[src/rtl/muldiv_unit.sv]
`default_nettype none
// ============================================================================
//  Module      : muldiv_unit
//  Description : Iterative multiply/divide unit owning the HI/LO register
//                pair. Runs mult/multu (shift-add, LSB first) and div/divu
//                (restoring, MSB first) in WIDTH iterations plus one
//                sign-correction cycle, and services mthi/mtlo in IDLE.
//  Revision    : 1.0 - initial release
// ============================================================================
module muldiv_unit #(
    parameter int WIDTH = 32
) (
    input  logic             clk,
    input  logic             rst,
    input  logic             start,
    input  logic [1:0]       op,
    input  logic [WIDTH-1:0] a,
    input  logic [WIDTH-1:0] b,
    input  logic             wr_hi,
    input  logic             wr_lo,
    input  logic [WIDTH-1:0] wr_data,
    output logic             busy,
    output logic             done,
    output logic [WIDTH-1:0] hi,
    output logic [WIDTH-1:0] lo
);

    localparam int            c_cnt_w    = (WIDTH > 1) ? $clog2(WIDTH) : 1;
    localparam logic [c_cnt_w-1:0] c_cnt_last = c_cnt_w'(WIDTH - 1);

    localparam logic [1:0] c_st_idle   = 2'd0;
    localparam logic [1:0] c_st_run    = 2'd1;
    localparam logic [1:0] c_st_finish = 2'd2;

    logic [1:0]         r_state;
    logic [c_cnt_w-1:0] r_cnt;
    logic               r_is_div;
    logic               r_neg_q;      // product / quotient sign
    logic               r_neg_r;      // remainder sign
    logic               r_dz;         // divide by zero seen at launch
    logic [WIDTH-1:0]   r_a_orig;     // raw dividend, returned in HI on divide by zero
    logic [WIDTH-1:0]   r_opnd;       // multiplicand magnitude or divisor magnitude
    logic [2*WIDTH-1:0] r_acc;        // mult: {partial product, multiplier}; div: low half = dividend/quotient
    logic [WIDTH-1:0]   r_rem;        // settled partial remainder (always < divisor)
    logic [WIDTH-1:0]   r_hi;
    logic [WIDTH-1:0]   r_lo;
    logic               r_busy;
    logic               r_done;

    // Launch-time operand conditioning: magnitudes and sign flags.
    logic             w_signed;
    logic             w_a_neg;
    logic             w_b_neg;
    logic [WIDTH-1:0] w_mag_a;
    logic [WIDTH-1:0] w_mag_b;

    assign w_signed = ~op[0];
    assign w_a_neg  = w_signed & a[WIDTH-1];
    assign w_b_neg  = w_signed & b[WIDTH-1];
    assign w_mag_a  = w_a_neg ? (~a + 1'b1) : a;
    assign w_mag_b  = w_b_neg ? (~b + 1'b1) : b;

    // One shift-add step: add the multiplicand if the current multiplier bit is set.
    logic [WIDTH:0] w_msum;
    assign w_msum = {1'b0, r_acc[2*WIDTH-1:WIDTH]} + (r_acc[0] ? {1'b0, r_opnd} : '0);

    // One restoring-division step on the WIDTH+1-bit partial remainder.
    logic [WIDTH:0] w_dshift;
    logic [WIDTH:0] w_ddiff;
    assign w_dshift = {r_rem, r_acc[WIDTH-1]};
    assign w_ddiff  = w_dshift - {1'b0, r_opnd};

    // Sign-corrected results presented in FINISH.
    logic [2*WIDTH-1:0] w_prod;
    logic [WIDTH-1:0]   w_quo;
    logic [WIDTH-1:0]   w_rem;
    assign w_prod = r_neg_q ? (~r_acc + 1'b1) : r_acc;
    assign w_quo  = r_neg_q ? (~r_acc[WIDTH-1:0] + 1'b1) : r_acc[WIDTH-1:0];
    assign w_rem  = r_neg_r ? (~r_rem + 1'b1) : r_rem;

    // Sequencer and iteration datapath.
    always_ff @(posedge clk) begin
        if (rst) begin
            r_state  <= c_st_idle;
            r_cnt    <= '0;
            r_is_div <= 1'b0;
            r_neg_q  <= 1'b0;
            r_neg_r  <= 1'b0;
            r_dz     <= 1'b0;
            r_a_orig <= '0;
            r_opnd   <= '0;
            r_acc    <= '0;
            r_rem    <= '0;
        end else begin
            case (r_state)
                c_st_idle: begin
                    if (start) begin
                        r_state  <= c_st_run;
                        r_cnt    <= '0;
                        r_is_div <= op[1];
                        r_neg_q  <= w_a_neg ^ w_b_neg;
                        r_neg_r  <= w_a_neg;
                        r_dz     <= (b == '0);
                        r_a_orig <= a;
                        r_opnd   <= op[1] ? w_mag_b : w_mag_a;
                        r_acc    <= {{WIDTH{1'b0}}, (op[1] ? w_mag_a : w_mag_b)};
                        r_rem    <= '0;
                    end
                end
                c_st_run: begin
                    r_cnt <= r_cnt + 1'b1;
                    if (r_cnt == c_cnt_last) begin
                        r_state <= c_st_finish;
                    end
                    if (r_is_div) begin
                        // Borrow out of the subtract means the divisor did not fit: restore.
                        r_rem               <= w_ddiff[WIDTH] ? w_dshift[WIDTH-1:0] : w_ddiff[WIDTH-1:0];
                        r_acc[WIDTH-1:0]    <= {r_acc[WIDTH-2:0], ~w_ddiff[WIDTH]};
                    end else begin
                        r_acc <= {w_msum, r_acc[WIDTH-1:1]};
                    end
                end
                c_st_finish: begin
                    r_state <= c_st_idle;
                end
                default: begin
                    r_state <= c_st_idle;
                end
            endcase
        end
    end

    // HI/LO ownership plus registered busy/done status.
    always_ff @(posedge clk) begin
        if (rst) begin
            r_hi   <= '0;
            r_lo   <= '0;
            r_busy <= 1'b0;
            r_done <= 1'b0;
        end else begin
            r_done <= (r_state == c_st_finish);
            r_busy <= ((r_state == c_st_idle) & start) | (r_state == c_st_run);
            if (r_state == c_st_finish) begin
                if (r_is_div) begin
                    if (r_dz) begin
                        r_lo <= '1;
                        r_hi <= r_a_orig;
                    end else begin
                        r_lo <= w_quo;
                        r_hi <= w_rem;
                    end
                end else begin
                    r_hi <= w_prod[2*WIDTH-1:WIDTH];
                    r_lo <= w_prod[WIDTH-1:0];
                end
            end else if (r_state == c_st_idle) begin
                if (wr_hi) begin
                    r_hi <= wr_data;
                end
                if (wr_lo) begin
                    r_lo <= wr_data;
                end
            end
        end
    end

    assign busy = r_busy;
    assign done = r_done;
    assign hi   = r_hi;
    assign lo   = r_lo;

endmodule
`default_nettype wire

[config.mk]
export PLATFORM = sky130hd
export DESIGN_NAME = muldiv_unit
export DESIGN_NICKNAME = d
export VERILOG_FILES = /design/src/rtl/muldiv_unit.sv
export SDC_FILE = /design/constraint.sdc
export NUM_CORES = 1
export LEC_CHECK = 0
export ABC_AREA = 1
export CAP_MARGIN = 5
export CORE_UTILIZATION = 45
export CTS_CLUSTER_DIAMETER = 60
export CTS_CLUSTER_SIZE = 14
export DETAILED_ROUTE_END_ITERATION = 12
export SLEW_MARGIN = 30
export SYNTH_ARGS = -nofsm -noshare
export SYNTH_HDL_FRONTEND = slang
export SYNTH_SLANG_ARGS = --single-unit
[constraint.sdc]
create_clock -name clk -period 4.5 [get_ports clk]
set_clock_uncertainty 0.05 [all_clocks]
set_input_delay 0.9 -clock clk [delete_from_list [all_inputs] [get_ports clk]]
set_output_delay 0.9 -clock clk [all_outputs]
set_load 0.1 [all_outputs]
==> flow_summary.ini, run 1 <==
[clock_tree]
hold_buffers = 0
clockBufferDepth = 3
cts_inserted_buffers = 29
post_cts_resized = 0
clk_pin_slew_worst_paths_ns = 0.07
cts_tree = done
post_cts_buffers = 0
clock-sinks = 237
clockRootBuffer = clkbuf_16
htreeDepth = 1
clk_latency_ns = 0.60

[worst_hold_path]
hold_class = reg2reg
hold_path_startpoint = r_a_orig[30]$_SDFFE_PP0P_
holdPathEnd = r_a_orig[30]$_SDFFE_PP0P_
holdPathStages = 2

[logic_synthesis]
synth_sequential_area_ratio_pct = 22.7
synth.largest_area_cell = dfxtp_1
synth_area_um2 = 20900
avgSynthCellArea_um2 = 5.82
synth_cells = 3596
synth-async-reset-ratio_pct = 0
synth_cell_types = 54
synthTopCellsByArea = dfxtp_1 23%, nand2_1 19%, inv_1 7.7%
synth_warnings = 0
netlist.area_leader.share_pct = 22.7
synth_edf_count = 0
synth_ff_type = dfxtp_1
syn-num-nets = 3771
ys_seq_elements = 237

[setup_path]
cp_top_family = buffers and inverters
rrSetupSlack_ns = 1.06
worst-setup-path-type = reg2reg
cp_cell_sequence = clkinv_2 > nor2_1 > inv_1 > o21ai_0 > o21bai_1 > nand2_1 > a31oi_1
cp_data_arrival_time_ns = 3.91
r2r-start = r_is_div$_SDFFE_PP0P_
crit_path_end_kind = flip-flop
path_depth = 7
crit_path_top_delay_cell = clkinv_2
r2r-end = hi[4]$_SDFFE_PP0P_
critPathMaxStageDelay_ns = 0.77
rr_worst_depth = 7
startpoint_type = flip-flop
cp.required_ns = 4.97
crit_fanout = 53
path_buf_inv = 2

[timing]
maxSlewHeadroom_pct = 30.6
rsz0062_at_grt = false
fin_ws_ns = 1.06
setup_tns_ns = 0
finalHoldViolCount = 0
worst_hold_slack_ns = 0.410
tightest_slew_ns = 1.04
fmax_mhz = 291
post-route-period-util_pct = 76.4
min_period_ns = 3.44
drv_slew = 0
finalSetupViolations = 0

[global_routing]
grtUsageTotal_pct = 40.0
grt_max_degree = 85
antenna_found_initial = 4
grt_pass1_wl_um = 142000
grt_pass1_vias = 23400
overflow = 0

[die]
die_w_um = 218
fp.dieArea_um2 = 47400
pin_count = 169
dieHeight_um = 218
core-area_um2 = 45700
rows = 78
start_util_pct = 45.8

[detailed_routing]
wl_per_cell_um = 22.4
totalWireLength_um = 96200
vias = 25100
drtAntennaViolNets = 0
firstDrtPassIters = 6
drt-vias-per-instance = 5.83
drc_errors = 0
first_iter_violations = 2896

[placed_design]
dp.cells = 4247
post-dp-hpwl_um = 76600
routabilityCongestion = 1.04
portBuffers = 168
pre_cts_slack_ns = 0.940

[finish]
drive_gt1_share_pct = 7.41
fin_cells = 4303
final_net_count = 3854
final_common_cell = nand2_1
syn_to_final_growth_pct = 14.6
mostFrequentLayoutCells = 1040 x nand2_1, 428 x inv_1, 359 x nor2_1
fin_util_pct = 52.6

[power]
peakVddDrop_mv = 0.293
power_density_nw_per_um2 = 301
leakagePower_nw = 11.6

[status]
outcome = completed

[job]
maxCapViolations = 0
## cells in the mapped netlist (11+ instances only)
cell type and count:
nand2_1 1040, inv_1 432, nor2_1 365, a21oi_1 295, o21ai_0 280, nand3_1 259
dfxtp_1 237, clkbuf_1 94, ha_1 70, nand4_1 52, nand2_2 44, xor2_1 41
a221oi_1 37, a21oi_2 35, buf_2 32, nand3_2 30, nand3b_1 28, o211ai_1 25
nor3_1 24, nor2_2 19, or2_2 15, a31oi_1 13, xnor2_1 12, buf_1 11
o21a_1 11
## sequential cells by signal (all words and copies together) (netlist names), 2 cells and up
signal,cells
r_acc,64
lo,32
r_state,2
r_opnd,32
r_rem,32
r_a_orig,32
hi,32
r_cnt,5
## through the flow
| stage | power (W) | instance area (um2) |
|---|---|---|
| global route | 0.00749 | 24000 |
| detailed placement | 0.00469 | 22900 |
| finish | 0.00722 | 24000 |
| CTS | 0.00716 | 24000 |
| floorplan | 0.00394 | 20900 |
| global placement | 0.00468 | 23000 |
## worst max path at each step
stage,start,end,slack (ns)
floorplan,a[1],r_opnd[28]$_SDFFE_PP0P_,2.14
global placement,a[0],r_opnd[28]$_SDFFE_PP0P_,0.92
detailed placement,a[0],r_acc[12]$_SDFFE_PP0P_,0.94
CTS,r_acc[31]$_SDFFE_PP0P_,r_rem[15]$_SDFFE_PP0P_,1.30
global route,r_is_div$_SDFFE_PP0P_,hi[4]$_SDFFE_PP0P_,0.98
finish,r_is_div$_SDFFE_PP0P_,hi[4]$_SDFFE_PP0P_,1.06
## kinds of logic after synthesis
| family | count (synthesis) | share of synthesized area (%) |
|---|---|---|
| simple gates | 1897 | 39.3 |
| compound gates | 749 | 20.4 |
| buf+inv | 588 | 11.1 |
| flops | 237 | 22.7 |
| xor+xnor | 53 | 2.22 |
| fa+ha+maj | 72 | 4.37 |
## per-layer routing
layer  track usage [%]  vias to the layer above  wire length [um]
met5                 0                        -                16
met4              27.2                        2              7720
met3              7.45                      282              9290
met2              63.0                     1319             41500
met1              49.5                    11600             37600
li1                  -                    11900                 -
## final cells by class
class	count	area, um2
Fill cell	4814	21700
Multi-Input combinational cell	2771	13900
Sequential cell	237	4750
Timing Repair Buffer	198	1910
Inverter	442	1660
Clock buffer	35	808
Tap cell	600	751
Clock inverter	16	211
Antenna cell	4	10.0
## worst register-to-register path, cell delays in order (launching register included)
cell	delay (ns)
dfxtp_1	0.59
clkinv_2	0.77
nor2_1	0.74
inv_1	0.26
o21ai_0	0.59
o21bai_1	0.21
nand2_1	0.06
a31oi_1	0.11
## report_power, final
part | internal, W | switching (W)
clock network | 0.00142 | 0.00108
registers | 0.00224 | 0.000202
logic | 0.000636 | 0.00164
(Power assumes the default switching activity.)
==> inputs of run 2 (changes only) <==
- clock period: 4.5 -> 3.3 ns (I/O delays scaled with it)
==> run 2 against run 1 <==
- sequential share of layout area fell by 0.14 points
- largest cell class unchanged
- final area grew 0.70%
- register-to-register slack got worse by 0.81 ns
- via count up 1.0%
- flip-flop and latch count unchanged
- final cell count increased by 0.84%
- highest routed layer unchanged
- count of clock-buffer cells in the layout down 2
- routed wire length increased by 3.5%
==> flow_summary.ini, run 2 (synthesis gave the netlist of run 1 again) <==
[status]
outcome = completed

[job]
maxCapViolations = 0

[detailed_routing]
drt-vias-per-instance = 5.84
totalWireLength_um = 99600
vias = 25400
first_iter_violations = 3038
drc_errors = 0
drtAntennaViolNets = 0
firstDrtPassIters = 6
wl_per_cell_um = 23.0

[global_routing]
antenna_found_initial = 5
grt_pass1_vias = 23700
grt_max_degree = 80
grtUsageTotal_pct = 41.5
overflow = 0
grt_pass1_wl_um = 147000

[setup_path]
crit_end = r_rem[15]$_SDFFE_PP0P_
critPathMaxStageDelay_ns = 0.49
r2r-end = r_rem[15]$_SDFFE_PP0P_
crit_path_top_delay_cell = dfxtp_1
cp.required_ns = 3.72
worst-setup-path-type = reg2reg
r2r-start = r_acc[31]$_SDFFE_PP0P_
rrSetupSlack_ns = 0.25
cp_data_arrival_time_ns = 3.47
rr_worst_depth = 17
cp_top_family = simple AND/OR/NAND/NOR gates
path_depth = 17
crit_path_end_kind = flip-flop
cp_cell_sequence = inv_1 > ha_1 > fa_1 > inv_1 > nand2_1 > nand2_1 > nand3_1 > nand2_2 > nand2_2 > nand2_4 > nand2_4 > nand2_2 > nand2_2 > nand2_4 > nand2_1 > nand3_2 > a21oi_2
crit_fanout = 32
startpoint_type = flip-flop
cp_common_cell = nand2_2
path_buf_inv = 2
startpoint = r_acc[31]$_SDFFE_PP0P_

[clock_tree]
clk_latency_ns = 0.60
htreeDepth = 1
clockBufferDepth = 3
post_cts_resized = 0
hold_buffers = 0
post_cts_buffers = 0
clk_pin_slew_worst_paths_ns = 0.07
cts_tree = done
clock-sinks = 237
cts_inserted_buffers = 29
clockRootBuffer = clkbuf_16

[timing]
setup_tns_ns = 0
finalHoldViolCount = 0
min_period_ns = 3.05
tightest_slew_ns = 1.01
finalSetupViolations = 0
rsz0062_at_grt = false
post-route-period-util_pct = 92.3
fmax_mhz = 328
worst_hold_slack_ns = 0.429
maxSlewHeadroom_pct = 31.9
drv_slew = 0

[die]
pin_count = 169
start_util_pct = 45.8
core-area_um2 = 45700
fp.dieArea_um2 = 47400
rows = 78
dieHeight_um = 218
die_w_um = 218

[worst_hold_path]
hold_class = reg2reg

[finish]
largest_reg_flops = 64
regMostFlops = r_acc
final_common_cell = nand2_1
drive_gt1_share_pct = 9.74
syn_to_final_growth_pct = 15.4
mostFrequentLayoutCells = 1040 x nand2_1, 429 x inv_1, 359 x nor2_1
final_net_count = 3893

[power]
leakagePower_nw = 11.9
peakVddDrop_mv = 0.641
power_density_nw_per_um2 = 409

[placed_design]
routabilityCongestion = 1.05
post-dp-hpwl_um = 80100
portBuffers = 168
==> run 2: changes by cell type in the layout (fill, tap and decap cells not counted), sizes merged, moves of 2 or more <==
cell,before,now
clkinv,9,11
clkbuf,35,33
buf,40,136
clkinvlp,2,0
clkdlybuf4s50,158,101
diode,4,2
==> run 2: worst min-delay path by stage <==
| stage | endpoint | from | depth (start not counted) |
|---|---|---|---|
| 2_1_floorplan | r_a_orig[30]$_SDFFE_PP0P_ | r_a_orig[30]$_SDFFE_PP0P_ | 2 |
| 3_3_place_gp | r_cnt[3]$_SDFFE_PP0P_ | r_cnt[3]$_SDFFE_PP0P_ | 2 |
| 3_5_place_dp | r_a_orig[31]$_SDFFE_PP0P_ | r_a_orig[31]$_SDFFE_PP0P_ | 2 |
| 4_1_cts | r_a_orig[31]$_SDFFE_PP0P_ | r_a_orig[31]$_SDFFE_PP0P_ | 2 |
| 5_1_grt | r_a_orig[31]$_SDFFE_PP0P_ | r_a_orig[31]$_SDFFE_PP0P_ | 2 |
| 6_report | r_a_orig[31]$_SDFFE_PP0P_ | r_a_orig[31]$_SDFFE_PP0P_ | 2 |
==> run 2: report_power, final <==
part	leakage, nW	switching, W	internal, W
sequential	1.95	0.000272	0.00305
combinational	9.47	0.00229	0.000899
clock	0.485	0.00148	0.00190
==> run 2: area by class of cell <==
cell class                      instances  area (um2)
Tap cell                              600         751
Clock buffer                           33         741
Timing Repair Buffer                  237        2110
Fill cell                            4821       21500
Multi-Input combinational cell       2771       13900
Clock inverter                         17         254
Inverter                              442        1660
Antenna cell                            2        5.00
Sequential cell                       237        4750
==> run 2: tightest hold or removal path, cell delays in order, from the launching register on <==
cell	delay, ns
dfxtp_1	0.32
nand2_1	0.06
a21oi_1	0.06
==> run 2: metrics by stage <==
stage          worst slack, ns  cells  power [W]  instance area (um2)  util, %
2_1_floorplan            0.987   3596    0.00537                20900        -
3_3_place_gp             0.292   4287    0.00643                23200     50.7
3_5_place_dp             0.309   4287    0.00646                23200     50.7
4_1_cts                  0.305   4337    0.00981                24200     52.9
5_1_grt                 0.0596   4337     0.0103                24200     52.9
6_report                 0.253   4339    0.00989                24200     52.9
==> run 2: layer usage <==
layer	wire length (um)	share of wire, %	vias to the layer above	GRT usage (%)
met1	39300	39	11700	50.2
li1	-	-	12000	-
met2	42800	43	1295	65.3
met3	9110	9.1	313	9.12
met5	48	0.048	-	0
met4	8320	8.4	6	29.0
